--- config.mk ---
export PLATFORM = sky130hd
export DESIGN_NAME = ula_sequenciador_nibble
export DESIGN_NICKNAME = d
export VERILOG_FILES = /design/src/rtl/ula_pkg.sv /design/src/rtl/ula_sequenciador_nibble.sv
export SDC_FILE = /design/constraint.sdc
export NUM_CORES = 1
export LEC_CHECK = 0
export ABC_AREA = 0
export CORE_MARGIN = 5
export CORE_UTILIZATION = 40
export DETAILED_ROUTE_END_ITERATION = 8
export HOLD_SLACK_MARGIN = 0.12
export PLACE_DENSITY = 0.66
export SYNTH_ARGS = -nofsm -noshare
export SYNTH_HDL_FRONTEND = slang
export SYNTH_SLANG_ARGS = --single-unit
--- constraint.sdc ---
create_clock -name clk -period 2.15 [get_ports clk]
set_input_delay 0.43 -clock clk [delete_from_list [all_inputs] [get_ports clk]]
set_output_delay 0.43 -clock clk [all_outputs]
set_load 0.02 [all_outputs]
--- src/rtl/ula_pkg.sv ---
// Shared definitions for the 4-bit ALU and its nibble sequencer.
package ula_pkg;

  localparam int SLICE_W = 4;

  localparam logic [2:0] OP_AND  = 3'b000;
  localparam logic [2:0] OP_OR   = 3'b001;
  localparam logic [2:0] OP_NOT  = 3'b010;
  localparam logic [2:0] OP_NAND = 3'b011;
  localparam logic [2:0] OP_ADD  = 3'b100;
  localparam logic [2:0] OP_SUB  = 3'b101;

  typedef enum logic [1:0] {
    ST_IDLE = 2'd0,
    ST_RUN  = 2'd1,
    ST_DONE = 2'd2
  } state_t;

  // ADD and SUB both use the ALU adder and chain carry between slices.
  function automatic logic is_arith(input logic [2:0] op);
    return (op == OP_ADD) || (op == OP_SUB);
  endfunction

  // 11x opcodes produce a zero result without using the ALU.
  function automatic logic is_zero_op(input logic [2:0] op);
    return op[2:1] == 2'b11;
  endfunction

endpackage

--- src/rtl/ula_sequenciador_nibble.sv ---
// Operand sequencer: splits one wide command into 4-bit slices for the
// external combinational ALU, chains the carry, and reassembles the result.
module ula_sequenciador_nibble
  import ula_pkg::*;
#(
  parameter  int NIBBLES = 4,
  localparam int W       = SLICE_W * NIBBLES
) (
  input  logic               clk,
  input  logic               rst_n,
  input  logic               in_valid,
  output logic               in_ready,
  input  logic [W-1:0]       in_a,
  input  logic [W-1:0]       in_b,
  input  logic [2:0]         in_op,
  input  logic               in_cin,
  output logic [SLICE_W-1:0] ula_a,
  output logic [SLICE_W-1:0] ula_b,
  output logic [2:0]         ula_seletor,
  output logic               ula_carry_in,
  input  logic [SLICE_W-1:0] ula_resultado,
  input  logic               ula_carry_out,
  output logic               out_valid,
  input  logic               out_ready,
  output logic [W-1:0]       out_result,
  output logic               out_carry,
  output logic               out_zero
);

  localparam int IDX_W = (NIBBLES > 1) ? $clog2(NIBBLES) : 1;

  state_t             state_q, state_d;
  logic [W-1:0]       a_q, b_q, acc_q, acc_next, result_q;
  logic [2:0]         op_q;
  logic               carry_q, out_carry_q, out_zero_q;
  logic [IDX_W-1:0]   idx_q;
  logic [SLICE_W-1:0] slice_a, slice_b, slice_res;
  logic               last_slice;

  assign last_slice = (idx_q == IDX_W'(NIBBLES - 1));
  assign slice_res  = is_zero_op(op_q) ? '0 : ula_resultado;

  assign in_ready   = (state_q == ST_IDLE);
  assign out_valid  = (state_q == ST_DONE);
  assign out_result = result_q;
  assign out_carry  = out_carry_q;
  assign out_zero   = out_zero_q;

  // Select the operand slices addressed by the current index.
  always_comb begin
    // NOTE: every always_comb output gets a default first so no path leaves it unassigned and infers a latch.
    slice_a = '0;
    slice_b = '0;
    for (int i = 0; i < NIBBLES; i++) begin
      if (idx_q == IDX_W'(i)) begin
        slice_a = a_q[i*SLICE_W +: SLICE_W];
        slice_b = b_q[i*SLICE_W +: SLICE_W];
      end
    end
  end

  // Merge the current ALU slice into the accumulated result.
  always_comb begin
    acc_next = acc_q;
    for (int i = 0; i < NIBBLES; i++) begin
      if (idx_q == IDX_W'(i)) acc_next[i*SLICE_W +: SLICE_W] = slice_res;
    end
  end

  // Drive the ALU only while running; SUB is A + ~B + 1 on the adder.
  always_comb begin
    ula_a        = '0;
    ula_b        = '0;
    ula_seletor  = '0;
    ula_carry_in = 1'b0;
    if (state_q == ST_RUN) begin
      unique case (op_q)
        OP_ADD: begin
          ula_a = slice_a; ula_b = slice_b;  ula_seletor = OP_ADD; ula_carry_in = carry_q;
        end
        OP_SUB: begin
          ula_a = slice_a; ula_b = ~slice_b; ula_seletor = OP_ADD; ula_carry_in = carry_q;
        end
        OP_AND, OP_OR, OP_NOT, OP_NAND: begin
          ula_a = slice_a; ula_b = slice_b;  ula_seletor = op_q;
        end
        default: ;
      endcase
    end
  end

  // Next-state logic: IDLE -> RUN -> DONE -> IDLE; in_valid ignored outside IDLE.
  always_comb begin
    state_d = state_q;
    unique case (state_q)
      ST_IDLE: if (in_valid)   state_d = ST_RUN;
      ST_RUN:  if (last_slice) state_d = ST_DONE;
      ST_DONE: if (out_ready)  state_d = ST_IDLE;
      default: state_d = ST_IDLE;
    endcase
  end

  // State register.
  always_ff @(posedge clk or negedge rst_n) begin
    // NOTE: sequential state uses non-blocking assignments so every flop samples pre-edge values.
    if (!rst_n) state_q <= ST_IDLE;
    else        state_q <= state_d;
  end

  // Datapath: latch command, step slices, publish the final result on entering DONE.
  always_ff @(posedge clk or negedge rst_n) begin
    // NOTE: the datapath is reset too, so an aborted command can never leak a partial result.
    if (!rst_n) begin
      a_q         <= '0;
      b_q         <= '0;
      op_q        <= '0;
      carry_q     <= 1'b0;
      idx_q       <= '0;
      acc_q       <= '0;
      result_q    <= '0;
      out_carry_q <= 1'b0;
      out_zero_q  <= 1'b0;
    end else begin
      unique case (state_q)
        ST_IDLE: if (in_valid) begin
          a_q     <= in_a;
          b_q     <= in_b;
          op_q    <= in_op;
          idx_q   <= '0;
          acc_q   <= '0;
          carry_q <= (in_op == OP_ADD) ? in_cin : (in_op == OP_SUB);
        end
        ST_RUN: begin
          acc_q <= acc_next;
          if (is_arith(op_q)) carry_q <= ula_carry_out;
          if (!last_slice) begin
            idx_q <= idx_q + IDX_W'(1);
          end else begin
            result_q    <= acc_next;
            out_carry_q <= is_arith(op_q) ? ula_carry_out : 1'b0;
            out_zero_q  <= (acc_next == '0);
          end
        end
        default: ;
      endcase
    end
  end

endmodule

# After elaboration in Yosys (flattened, before gate mapping)
# Cells that the tools add are included.
dict set report op_classes {
  addsub 1
  n_eq_ne 18
  muxes 35
  bitwise 1
  reduce_logical 16
}
# operator n
set op_table {}
lappend op_table {{two-way mux 4 bit} 16}
lappend op_table {{case mux 16 bit (2 select lines)} 1}
lappend op_table {{logical NOT 16 bit} 1}
lappend op_table {{two-way mux 16 bit} 1}
lappend op_table {{equality test 3 bit, second input constant} 4}
lappend op_table {{two-way mux 2 bit} 5}
lappend op_table {{AND reduction 3 bit} 3}
lappend op_table {{equality test 2 bit, second input constant} 4}
lappend op_table {{case mux 4 bit (2 select lines)} 1}
lappend op_table {{equality test 3 x 2 -> 1 bit, second input constant} 2}
lappend op_table {{two-way mux 1 bit} 6}
lappend op_table {{inequality test 2 bit, second input constant} 3}
lappend op_table {{case mux 2 bit (3 select lines)} 1}
lappend op_table {{case mux 3 bit (2 select lines)} 1}
lappend op_table {{AND reduction 2 bit} 3}
lappend op_table {{OR reduction 6 bit} 1}
lappend op_table {{OR reduction 5 bit} 1}
lappend op_table {{equality test 2 x 1 -> 1 bit, second input constant} 2}
lappend op_table {{logical NOT 2 bit} 2}
lappend op_table {{inequality test 2 x 1 -> 1 bit, second input constant} 2}
lappend op_table {{inverter 4 bit} 1}
lappend op_table {{case mux 2 bit (2 select lines)} 1}
lappend op_table {{OR reduction 4 bit} 1}
lappend op_table {{equality test 3 x 1 -> 1 bit, second input constant} 1}
lappend op_table {{7 further kinds} 7}
dict set report word_totals {
  reg_bits 74
  output_inout_bits 32
  elab_cells 81
}

# Logic depth before layout (Yosys ltp)
# Gate-level depths: netlist (run 1).
dict set report logic_depth {
  word_depth 8
  mapped_depth 7
  mapped_depth_nobuf 6
}

# Worst setup path before layout (run 1)
# Ideal clock, no wire load.
dict set report synth_timing {
  kind {register to output}
  start {register idx_q[0]}
  end {output ula_b[2]}
  arrival_ps 1709
  required_ps 1720
  path_slack_ps 11
  stages_incl_launch_ff 7
  path_buffers 0
  cell_sequence {dfrtp_1 inv_1 ha_1 or2_2 a221oi_1 o21ai_0 a21oi_1}
}
dict set report synth_via {
  elab_chain_len 8
  word_cells_on_any_way 11
}
# item line_no
set synth_lines {}
lappend synth_lines {{start: declaration} ula_sequenciador_nibble.sv:36} ;# logic [IDX_W-1:0] idx_q;
lappend synth_lines {{start signal: assignment} ula_sequenciador_nibble.sv:137} ;# idx_q <= idx_q + IDX_W'(1);
lappend synth_lines {{logical NOT 2 bit} ula_sequenciador_nibble.sv:55} ;# if (idx_q == IDX_W'(i)) begin
lappend synth_lines {{two-way mux 4 bit (3 in series)} ula_sequenciador_nibble.sv:55}
lappend synth_lines {{two-way mux 4 bit *} ula_sequenciador_nibble.sv:55}
lappend synth_lines {{inverter 4 bit} ula_sequenciador_nibble.sv:82} ;# ula_a = slice_a; ula_b = ~slice_b; ula_seletor = OP_ADD; ula_carry_in = carry_q;
lappend synth_lines {{case mux 4 bit (2 select lines) *} ula_sequenciador_nibble.sv:77} ;# unique case (op_q)
lappend synth_lines {{two-way mux 4 bit *} ula_sequenciador_nibble.sv:76} ;# if (state_q == ST_RUN) begin
lappend synth_lines {{end: declaration} ula_sequenciador_nibble.sv:18} ;# output logic [SLICE_W-1:0] ula_b,
# Mark *: on every way between the ends. The rest lies on a longest branch, timed or not.

# Worst setup path after layout (run 1)
dict set report layout_timing {
  start {register idx_q[0]}
  end {output ula_b[3]}
}
# The elaborated chain is that of the path after synthesis.

==> impl_metrics.tcl, run 1 <==
set metrics [dict create \
    status "complete, but fails checks" \
    violations "setup timing" \
    dp.cells 487 \
    setup_viol 8 \
    grt_max_degree 52 \
    pwr_density_cell_nw_per_um2 1640 \
    crit_path_end_kind "primary output" \
    critical_path.max_fanout 4 \
    period_share 1.15 \
    report.final.hold_viol_count 0 \
    ys_warn_count 0 \
    die_w_um 101 \
    track_usage 0.171 \
    syn-num-nets 348 \
    grt_pass1_vias 2712 \
    antenna_found_initial 0 \
    p_clk_frac 0.164 \
    yosysMostFrequentCell "dfrtp_1" \
    p_int_w 0.00473 \
    netlist.top_cell.by_area "dfrtp_1" \
    switching_power_w 0.00300 \
    synth-async-reset-ratio 1.00 \
    synth_top_family_by_area "compound AO/OA/AOI/OAI gates" \
    timing.hold.ws_ns 0.479 \
    netlist_instances 299 \
    netlist_top_cells_count "dfrtp_1 (70), nand2_1 (34), mux2_2 (31), o21ai_0 (31), a22o_1 (13)" \
    synth_area_um2 3330 \
    grt_pass1_wl_um 13600 \
    synth_ff_type "dfrtp_1" \
    ioPinCount 77 \
    min_path_type "register to register" \
    clockBufferDepth 2 \
    synth_area_per_cell_um2 11.1 \
    p_leak_nw 2.04 \
    drv_slew 0 \
    synthToLayoutAreaGrowth_pct 41.6 \
    drc 0 \
    worstSkewPairLatency_ns 0.34 \
    synth_adder_area_share 0.0150 \
    synth-edff-count 0 \
    clock-root-buffer "clkbuf_8" \
    dp_hpwl_um 6040 \
    first_iter_violations 135 \
    overflow 0 \
    critPathKind "register to primary output" \
    setup_ws_ns -0.315 \
    dr_total_vias 2628 \
    swShare 0.388 \
    rows 33 \
    htree_levels 3 \
    synth_compound_area_frac 0.174 \
    synthTopCellsByArea "dfrtp_1 (53%), mux2_2 (10%), o21ai_0 (4.7%), nand2_1 (3.8%), mux2i_1 (3.6%)" \
    core_um2 8180 \
    sequentialPowerShare 0.299 \
    cts.sinks 70 \
    finalCriticalPeriod_ns 2.46 \
    power_frac_comb 0.536 \
    final_cells 504 \
    firstDrtPassIters 4 \
    die_area_um2 10200 \
    yosysSeqAreaShare 0.526 \
    synth-simple-area-share 0.0977 \
    start_kind "register" \
    port_buffers 76 \
    peakVddDrop_mv 0.827 \
    critical_path_required_ns 1.72 \
    fmax_mhz 406 \
    antenna_cells 0 \
    slew_headroom 0.695 \
    tightestPinTransition_ns 0.457 \
    cts_made_buffers 9 \
    wl_per_cell_um 16.7 \
    wl_um 8420 \
    netlist.area_leader.share 0.526 \
    synth_cell_type_count 40 \
    rsz0062_at_grt "yes" \
    initial_core_util 0.407 \
    synth_seq_cells 70 \
    cp.arrival_ns 2.03 \
    drv_cap 0 \
    gp_congestion 0.858 \
    synth-xor-area-share 0 \
    cts_tree "done" \
    synth_mux_area_frac 0.141 \
    ant_nets 0 \
    path_clk_slew_ns 0.08 \
    die_h_um 101 \
    final_nets 444 \
    vias_per_cell 5.21 \
    drive_gt1_frac 0.276 \
    fin_skew_ns 0.00767 \
]
-- cell type report --
class | instances | area [µm²]
Fill cell | 710 | 3460
Clock inverter | 6 | 111
Multi-Input combinational cell | 199 | 1570
Timing Repair Buffer | 104 | 985
Sequential cell | 70 | 1750
Clock buffer | 9 | 124
Tap cell | 105 | 131
Inverter | 11 | 41.3
-- per-layer routing --
layer | part of all wire | global-route usage | vias up
met5 | 0 | 0 | -
met4 | 0.011 | 0.0511 | 0
met3 | 0.052 | 0.0503 | 7
met2 | 0.47 | 0.264 | 81
met1 | 0.47 | 0.235 | 1274
li1 | - | - | 1266
-- power groups by stage --
stage / sequential [W] / combinational (W) / clock [W]
finish: 0.00231 / 0.00414 / 0.00127
detailed placement: 0.00229 / 0.00383 / 0
global route: 0.00239 / 0.00447 / 0.00136
global placement: 0.00227 / 0.00376 / 0
floorplan: 0.00237 / 0.00224 / 0
CTS: 0.00229 / 0.00401 / 0.00128
-- path summary, 6_finish.rpt --
kind                       slack [ns]  cells past startpoint                    endpoint                  startpoint
hold / removal                   0.48                      2  out_result[11]$_DFFE_PN0P_  out_result[11]$_DFFE_PN0P_
setup / recovery                -0.31                      7                    ula_b[3]        idx_q[0]$_DFFE_PN0P_
setup reg to reg                 0.38                      7        out_zero$_DFFE_PN0P_        idx_q[1]$_DFFE_PN0P_
max in group asynchronous        0.95                      3          a_q[7]$_DFFE_PN0P_                       rst_n
hold reg to reg                  0.48                      2  out_result[11]$_DFFE_PN0P_  out_result[11]$_DFFE_PN0P_
min in group asynchronous        0.57                      2   out_result[3]$_DFFE_PN0P_                       rst_n
-- what timing repair did --
action,CTS,global route
buffers inserted,1,0
endpoints found under the hold margin,19,0
pin swaps,3,2
gates resized for setup,74,12
hold buffers,1,0
endpoints found under the setup margin,12,12
-- registers in the layout, summed over array words and instances (netlist names) --
| name | cells |
|---|---|
| acc_q | 12 |
| a_q | 16 |
| idx_q | 2 |
| out_result | 16 |
| out_zero | 1 |
| state_q | 2 |
| b_q | 16 |
| op_q | 3 |
| carry_q | 1 |
| out_carry | 1 |
-- critical path: stages (launching register included) --
cell	delay [ns]
dfrtp_1	0.42
inv_2	0.08
ha_2	0.21
or2_4	0.30
a221oi_2	0.23
o21ai_0	0.13
a21oi_1	0.17
buf_4	0.16
-- layout by cell type (no fill, tap or decap), types with 2 or more instances in the layout --
cell type and count:
mux2i_1 12, nand3b_1 2, clkdlybuf4s50_1 62, nor3_1 2, o22ai_2 3, buf_4 28
dfrtp_1 70, nand2b_1 4, a221oi_4 3, a21oi_1 4, buf_2 3, clkbuf_8 9
o21ai_0 29, a22o_1 13, buf_6 4, nor3b_4 2, nand2_1 34, clkdlybuf4s15_2 2
inv_2 2, ha_2 2, o21ai_1 4, a221oi_2 2, a211o_1 8, mux2_2 31
a221oi_1 3, inv_1 9, a21oi_2 5, nor2_1 10, and2_1 4, buf_12 2
bufinv_16 3
-- cell families (layout without fill, tap and decap cells) --
kind of cell               after synthesis  after routing
and+or+nand+nor                         67             67
adders and majority gates                4              4
buffers and inverters                   30            130
AOI/OAI and AO/OA                       85             85
DFF                                     70             70
muxes                                   43             43
-- stage by stage --
step | TNS (ns) | instance area (µm²) | total power (W) | setup WS [ns] | util
2_1_floorplan | 0 | 3330 | 0.00461 | 0.0115 | -
3_3_place_gp | -3.15 | 4330 | 0.00603 | -0.427 | 0.530
3_5_place_dp | -3.57 | 4330 | 0.00612 | -0.508 | 0.530
4_1_cts | -2.24 | 4660 | 0.00758 | -0.281 | 0.570
5_1_grt | -3.08 | 4720 | 0.00822 | -0.410 | 0.577
6_report | -2.24 | 4720 | 0.00773 | -0.315 | 0.577
(Power assumes the default switching activity.)
==> run 2, diff against run 1 <==
Settings changed: ABC_AREA 0 to 1, CTS_CLUSTER_DIAMETER set to 150, PLACE_DENSITY 0.66 to 0.65.
==> impl_metrics.tcl, run 2 <==
set metrics [dict create \
    firstDrtPassIters 4 \
    peakVddDrop_mv 0.763 \
    netlist.top_cell.by_area "dfrtp_1" \
    netlist_top_cells_count "nand2_1 (142), dfrtp_1 (73), nand3_1 (36)" \
    hold_depth 2 \
    synthToLayoutAreaGrowth_pct 39.1 \
    tns_ns -0.786 \
    reg2reg_depth 11 \
    drc 0 \
    core_um2 8680 \
    cts.sinks 73 \
    fmax_mhz 433 \
    synth_cell_type_count 29 \
    synth_area_um2 3530 \
    die_w_um 104 \
    dr_total_vias 3084 \
    min_path_type "register to register" \
    syn-num-nets 450 \
    vias_per_cell 4.98 \
    cts_made_buffers 9 \
    setup_viol 8 \
    cp.arrival_ns 1.88 \
    wl_per_cell_um 13.9 \
    critical_path.max_fanout 5 \
    finalCriticalPeriod_ns 2.31 \
    grt_pass1_vias 3194 \
    port_buffers 76 \
    multi_input_comb_area_um2 1610 \
    cts_tree "done" \
    num-fill-cells 791 \
    final_nets 555 \
    synth_ff_type "dfrtp_1" \
    grt_max_degree 74 \
    drv_slew 0 \
    grt_pass1_wl_um 15200 \
    netlist.area_leader.share 0.517 \
    ys_warn_count 0 \
    placed_cell_area_um2 4540 \
    slowest_stage "dfrtp_1" \
    die_h_um 104 \
    setup_ws_ns -0.159 \
    synth_seq_cells 73 \
    ant_nets 0 \
    pwr_density_cell_nw_per_um2 1590 \
    layout_common_cells "nand2_1 (140), dfrtp_1 (73), clkdlybuf4s50_1 (63)" \
    final_util 0.566 \
    slew_headroom 0.712 \
    yosysMostFrequentCell "nand2_1" \
    yosysSeqAreaShare 0.517 \
    tightestPinTransition_ns 0.430 \
    drv_cap 0 \
    stdcell_area_um2 4910 \
    total_power_w 0.00780 \
    start_kind "register" \
    crit_path_end_kind "primary output" \
    post-place-ws_ns -0.371 \
    overflow 0 \
    rsz0062_at_grt "yes" \
    clock-root-buffer "clkbuf_8" \
    critical_path_required_ns 1.72 \
    cp_cell_sequence "buf_6 -> ha_4 -> nor2_4 -> buf_4 -> a22o_1 -> nand2_1 -> a21oi_2 -> buf_4" \
    netlist_instances 401 \
    drive_gt1_frac 0.215 \
    final_common_cell "nand2_1" \
    wl_um 8620 \
    period_share 1.07 \
    p_leak_nw 2.39 \
    cpPeakStageDelay_ns 0.42 \
    status "complete, but fails checks" \
    path_clk_slew_ns 0.07 \
    rows 34 \
    synthTopCellsByArea "dfrtp_1 (52%), nand2_1 (15%), nand3_1 (5.1%), mux2_1 (5.1%), mux2_2 (5.1%)" \
    violations "setup timing" \
    synth-edff-count 0 \
    clockBufferDepth 2 \
    dp_hpwl_um 6130 \
    ioPinCount 77 \
    worstSkewPairLatency_ns 0.35 \
    synth-async-reset-ratio 1.00 \
    cp_common_cell "buf_4" \
    die_area_um2 10800 \
    critPathKind "register to primary output" \
    first_iter_violations 112 \
    synth_area_per_cell_um2 8.81 \
    track_usage 0.167 \
    antenna_cells 0 \
    fin_skew_ns 0.00874 \
    initial_core_util 0.407 \
    seq_area_um2 1830 \
    antenna_found_initial 0 \
    gp_congestion 0.816 \
    htree_levels 3 \
    report.final.hold_viol_count 0 \
]
run 2: area by class of cell:
| type | count | share of cell area |
|---|---|---|
| clock buffer | 10 | 0.0260 |
| clock inverter | 6 | 0.0188 |
| inverter | 18 | 0.0148 |
| multi-input combinational | 291 | 0.327 |
| sequential | 73 | 0.372 |
| tap | 108 | 0.0275 |
| timing repair buffer | 113 | 0.214 |
run 2: path summary, 6_finish.rpt:
check                                           start                          to  slack, ns
setup / recovery                 idx_q[0]$_DFFE_PN0P_                    ula_a[1]      -0.16
hold / removal             out_result[10]$_DFFE_PN0P_  out_result[10]$_DFFE_PN0P_       0.48
setup reg to reg                 idx_q[0]$_DFFE_PN0P_        out_zero$_DFFE_PN0P_       0.34
hold reg to reg            out_result[10]$_DFFE_PN0P_  out_result[10]$_DFFE_PN0P_       0.48
max in group asynchronous                       rst_n        idx_q[0]$_DFFE_PN0P_       1.21
min in group asynchronous                       rst_n  out_result[13]$_DFFE_PN0P_       0.64
run 2: report_power, final:
part / internal (W) / switching, W
clock network: 0.000657 / 0.000519
registers: 0.00200 / 0.000372
logic: 0.00194 / 0.00231
run 2: timing repair:
action | in CTS | in global routing
buffers inserted | 6 | 3
endpoints found under the hold margin | 47 | 0
hold buffers | 1 | 0
resized for setup | 77 | 13
endpoints found under the setup margin | 12 | 12
pin swaps | 9 | 5
run 2: metal layers:
| metal | part of all wire | global-route usage | vias to the layer above |
|---|---|---|---|
| li1 | - | - | 1507 |
| met1 | 0.44 | 0.221 | 1446 |
| met2 | 0.46 | 0.260 | 116 |
| met3 | 0.082 | 0.0571 | 15 |
| met4 | 0.015 | 0.0481 | 0 |
| met5 | 0 | 0 | - |
run 2: critical path: cells and delay by family, from the launching register on:
kind,cells,cell delay [ns]
compound gates,2,0.26
fa+ha+maj,1,0.18
buf+inv,3,0.43
flops,1,0.42
simple gates,2,0.24
run 2: through the flow:
| stage | hold slack, ns | instances |
|---|---|---|
| 2_1_floorplan | 0.134 | 401 |
| 3_3_place_gp | 0.462 | 593 |
| 3_5_place_dp | 0.466 | 593 |
| 4_1_cts | 0.486 | 616 |
| 5_1_grt | 0.507 | 619 |
| 6_report | 0.479 | 619 |
run 2: cell families (layout without fill, tap and decap cells):
group	count (synthesis)	in the layout	share of synthesized area
compound gates	40	40	0.0641
fa+ha+maj	4	4	0.0142
buf+inv	37	147	0.0520
flops	73	73	0.517
mux	32	32	0.102
simple gates	215	215	0.251
==> run 3, diff against run 2 <==
Settings changed: GPL_TIMING_DRIVEN set to 0.
==> impl_metrics.tcl, run 3 (synthesized netlist as in run 2, its figures left out) <==
set metrics [dict create \
    vias_per_cell 5.01 \
    core_um2 8680 \
    violations "setup timing" \
    wl_um 9020 \
    initial_core_util 0.407 \
    ant_nets 0 \
    r2r-end "out_zero$_DFFE_PN0P_" \
    first_iter_violations 132 \
    final_cells 620 \
    period_share 1.09 \
    power_frac_comb 0.558 \
    min_path_type "primary input to async pin" \
    dr_total_vias 3109 \
    cp_cell_sequence "inv_4 -> ha_4 -> inv_8 -> nor2_4 -> nand2_2 -> a21o_1 -> nand3_2 -> nand2_2 -> nor2_4 -> buf_6" \
    fin_skew_ns 0.00273 \
    overflow 0 \
    cts_made_buffers 9 \
    critical_path_required_ns 1.72 \
    fmax_mhz 428 \
    slew_headroom 0.666 \
    cpPeakStageDelay_ns 0.47 \
    antenna_cells 0 \
    total_power_w 0.00803 \
    firstDrtPassIters 4 \
    drc 0 \
    layout_common_cells "nand2_1 (137), dfrtp_1 (69), clkdlybuf4s50_1 (63)" \
    multi_input_comb_area_um2 1650 \
    gp_congestion 0.846 \
    swShare 0.419 \
    drive_gt1_frac 0.242 \
    cp.arrival_ns 1.91 \
    die_h_um 104 \
    peakVddDrop_mv 1.06 \
    antenna_found_initial 0 \
    critPathKind "register to primary output" \
    start_kind "register" \
    p_int_w 0.00466 \
    worstSkewPairLatency_ns 0.34 \
    rsz0062_at_grt "yes" \
    switching_power_w 0.00336 \
    clockBufferDepth 2 \
    dp.cells 586 \
    port_buffers 76 \
    setup_viol 8 \
    ioPinCount 77 \
    num-fill-cells 776 \
    cts_tree "done" \
    die_area_um2 10800 \
    status "complete, but fails checks" \
    tightestPinTransition_ns 0.501 \
    htree_levels 3 \
    track_usage 0.167 \
    critical_path.max_fanout 3 \
    final_nets 556 \
    reg2reg_depth 12 \
    setup_ws_ns -0.189 \
    clock-root-buffer "clkbuf_8" \
    r2r_start "idx_q[0]$_DFFE_PN0P_" \
    final_common_cell "nand2_1" \
    grt_max_degree 60 \
    dp_hpwl_um 6490 \
    grt_pass1_vias 3192 \
    path_clk_slew_ns 0.08 \
    crit_path_end_kind "primary output" \
    cts.sinks 73 \
    report.final.hold_viol_count 0 \
    grt_pass1_wl_um 15000 \
    die_w_um 104 \
    reg2reg_setup_slack_ns 0.43 \
    pwr_density_cell_nw_per_um2 1600 \
    drv_slew 0 \
    seq_area_um2 1830 \
    rows 34 \
    slowest_stage "dfrtp_2" \
    finalCriticalPeriod_ns 2.34 \
    sequentialPowerShare 0.300 \
    wl_per_cell_um 14.5 \
    synthToLayoutAreaGrowth_pct 41.6 \
    timing.hold.ws_ns 0.477 \
    p_leak_nw 2.40 \
    p_clk_frac 0.142 \
    drv_cap 0 \
    tns_ns -1.23 \
]
## run 3: changes by cell type in the layout (fill, tap and decap cells not counted), moves of 4 or more
| cell | before | now |
|---|---|---|
| buf_6 | 8 | 13 |
| buf_4 | 34 | 20 |
| buf_2 | 1 | 8 |
| dfrtp_2 | 0 | 4 |
| dfrtp_1 | 73 | 69 |
| inv_2 | 7 | 1 |
## run 3: worst max-delay path, delay by kind of cell, from the launching register on
kind                     cells  cell delay [ns]
flip-flops                   1             0.47
AND/OR/NAND/NOR              5             0.44
adder cells (fa/ha/maj)      1             0.17
buffers and inverters        3             0.26
AO/OA/AOI/OAI                1             0.21
## run 3: worst max-delay path by stage
stage	start	end	cells after the start
floorplan	idx_q[0]$_DFFE_PN0P_	ula_b[1]	10
global placement	rst_n	b_q[11]$_DFFE_PN0P_	1
detailed placement	idx_q[0]$_DFFE_PN0P_	ula_b[2]	11
CTS	idx_q[1]$_DFFE_PN0P_	ula_b[0]	9
global route	idx_q[0]$_DFFE_PN0P_	ula_b[0]	11
finish	idx_q[0]$_DFFE_PN0P_	ula_b[2]	10
## run 3: cell type report
class                           instances  share of cell area
Timing Repair Buffer                   96               0.185
Tap cell                              108              0.0270
Buffer                                 18              0.0285
Inverter                               18              0.0195
Sequential cell                        73               0.366
Clock inverter                          4              0.0100
Clock buffer                           12              0.0330
Multi-Input combinational cell        291               0.331
## run 3: metrics by stage
stage	worst slack, ns	area, µm²	utilization
detailed placement	-0.709	4450	0.513
global placement	-1.85	4430	0.510
global route	-0.305	5000	0.577
finish	-0.189	5000	0.577
floorplan	0.106	3530	-
CTS	-0.339	4790	0.552
## run 3: power groups by stage
stage / combinational [W] / clock (W) / sequential (W)
after CTS: 0.00404 / 0.00116 / 0.00237
after floorplan: 0.00232 / 0 / 0.00247
after detailed placement: 0.00379 / 0 / 0.00239
after global placement: 0.00373 / 0 / 0.00236
after global routing: 0.00492 / 0.00122 / 0.00249
final: 0.00448 / 0.00114 / 0.00241
## run 3: routing by layer
| layer | track usage | routed length [µm] | up-vias |
|---|---|---|---|
| li1 | - | - | 1522 |
| met1 | 0.219 | 4060 | 1479 |
| met2 | 0.268 | 4270 | 94 |
| met3 | 0.0403 | 551 | 14 |
| met4 | 0.0620 | 144 | 0 |
| met5 | 0 | 0 | - |
## run 3: repair_timing
item                       CTS  global route
setup endpoints to repair   12            12
pin swaps                    4            19
cloned                       0             1
hold buffers                 1             0
gates resized for setup     83            50
hold endpoints to repair    14             0
buffers inserted             4            13
==> edit (flow settings as in run 3) <==
Re-encode `state_t` (3 states) as one-hot, 3 bits wide.
--- a/src/rtl/ula_pkg.sv
+++ b/src/rtl/ula_pkg.sv
@@ -11,8 +11,8 @@
   localparam logic [2:0] OP_SUB  = 3'b101;
 
-  typedef enum logic [1:0] {
-    ST_IDLE = 2'd0,
-    ST_RUN  = 2'd1,
-    ST_DONE = 2'd2
+  typedef enum logic [2:0] {
+    ST_IDLE = 3'b001,
+    ST_RUN  = 3'b010,
+    ST_DONE = 3'b100
   } state_t;
 
Check against the original RTL: no difference found for any inputs over 10 cycles, from zero or initial values and one cycle with rst_n low; not proved beyond that.
==> edit against run 3 <==
- the flow still finishes with violations (negative setup slack)
- worst setup slack worse by 0.084 ns
- core utilization increased by 1.7 points
- sequential cell count rose by 1
- routed wire length rose by 13%
- final cell count grew 8.7%
- fmax down 3.5%
- count of clock-buffer cells in the layout down 1
- sequential share of layout area shrank 2.4 points
- global-route usage is 2.2 points higher
- total power is 1.1% lower
- area after synthesis up 5.1%
- synthesized cell count increased by 13%
- cell area rose by 8.5%
==> edit: results (changes against run 3) <==
Status
  • Status: complete, but fails checks (unchanged)
  • Failing checks: negative setup slack (unchanged)

Timing
  • Clock skew: 0.00985 ns (was 0.00273 ns)
  • Final worst-path setup slack: -0.273 ns (was -0.189 ns)
  • Setup violators final: 8 (unchanged)
  • Fin Setup TNS: -1.64 ns (was -1.23 ns)

Logic synthesis
  • Net count after synthesis: 502 (was 450)
  • Most area-consuming cells after synthesis: dfrtp_1 (49%), nand2_1 (20%), a22o_1 (3.1%) (was dfrtp_1 (52%), nand2_1 (15%), nand3_1 (5.1%))
  • Synth top cells by count: nand2_1 (194), dfrtp_1 (73), inv_1 (23) (was nand2_1 (142), dfrtp_1 (73), nand3_1 (36))
  • Post-Synthesis Cells: 452 (was 401)
  • Mapped Area: 3710 µm² (was 3530 µm²)
  • Unique masters post-synth: 33 (was 29)

Place
  • Cells after DPL: 640 (was 586)
  • DP Worst Slack: -0.670 ns (was -0.709 ns)
  • Post-detail-place hpwl: 6.96 mm (was 6.49 mm)

Worst setup path
  • Worst setup startpoint: idx_q[1]$_DFFE_PN0P_ (was idx_q[0]$_DFFE_PN0P_)
  • Minimum setup slack among reg-to-reg paths: 0.38 ns (was 0.43 ns)
  • Crit Path Max Fanout: 5 (was 3)
  • Worst endpoint data arrival time: 1.99 ns (was 1.91 ns)

Final layout
  • Fillers: 783 (was 776)
  • Multi-input gates: 332 (was 291)
  • Seq area share: 0.342 (was 0.366)
  • Seq cells: 74 (was 73)
  • Share of cells above drive strength 1: 0.265 (was 0.242)
  • Non-clock inverters: 27 (was 18)
  • Nets: 608 (was 556)
  • Clock-cell share of area: 0.0491 (was 0.0430)
  • Footprint of the multi-input gates: 1920 µm² (was 1650 µm²)
  • Final Non-Filler Cells: 674 (was 620)

Global routing
  • GRT Total Usage: 0.189 (was 0.167)
  • Vias in the first global route: 3,545 (was 3,192)

Routing
  • Vias: 3,399 (was 3,109)

Hold path
  • HP Class: reg2reg (was in2async)
==> edit: power by group <==
group,switching (mW),internal (mW),leakage (nW)
sequential,0.448,1.99,0.906
combinational,2.25,1.80,1.62
clock,0.530,0.919,0.134
==> edit: per-layer routing <==
| layer | GRT usage | up-vias | wire length (µm) | part of all wire |
|---|---|---|---|---|
| li1 | - | 1656 | - | - |
| met1 | 0.235 | 1615 | 4430 | 0.43 |
| met2 | 0.310 | 105 | 5010 | 0.49 |
| met3 | 0.0431 | 23 | 555 | 0.054 |
| met4 | 0.0879 | 0 | 201 | 0.020 |
| met5 | 0 | - | 0 | 0 |
==> edit: repair_timing <==
item                                    CTS  global route
gates cloned                              3             0
setup buffers                            10             5
resized for setup                       142            23
hold buffers                              1             0
endpoints found under the hold margin    33             0
pin swaps                                15            21
endpoints found under the setup margin   13            12
==> edit: logic make-up (layout without fill, tap and decap cells) <==
family | after synthesis | after routing | share of synthesized area
flip-flops | 74 | 74 | 0.499
buffers and inverters | 46 | 157 | 0.0610
AO/OA/AOI/OAI | 59 | 59 | 0.0970
AND/OR/NAND/NOR | 268 | 268 | 0.326
adder cells (fa/ha/maj) | 5 | 5 | 0.0168
==> edit: how the worst max path moves through the flow <==
stage,end,slack (ns),cells after the start
after floorplan,ula_b[2],0.1,8
after global placement,b_q[10]$_DFFE_PN0P_,-1.86,1
after detailed placement,ula_b[3],-0.67,9
after CTS,ula_b[2],-0.22,11
after global routing,ula_b[3],-0.34,11
final,ula_b[3],-0.27,10
==> edit: worst max-delay path: stages (launching register included) <==
cell     delay, ns
dfrtp_2       0.46
inv_4         0.10
ha_4          0.16
inv_4         0.05
buf_6         0.13
o21ai_2       0.15
o21ai_2       0.09
nand3_1       0.08
nand2_1       0.09
nor2_2        0.18
buf_6         0.14
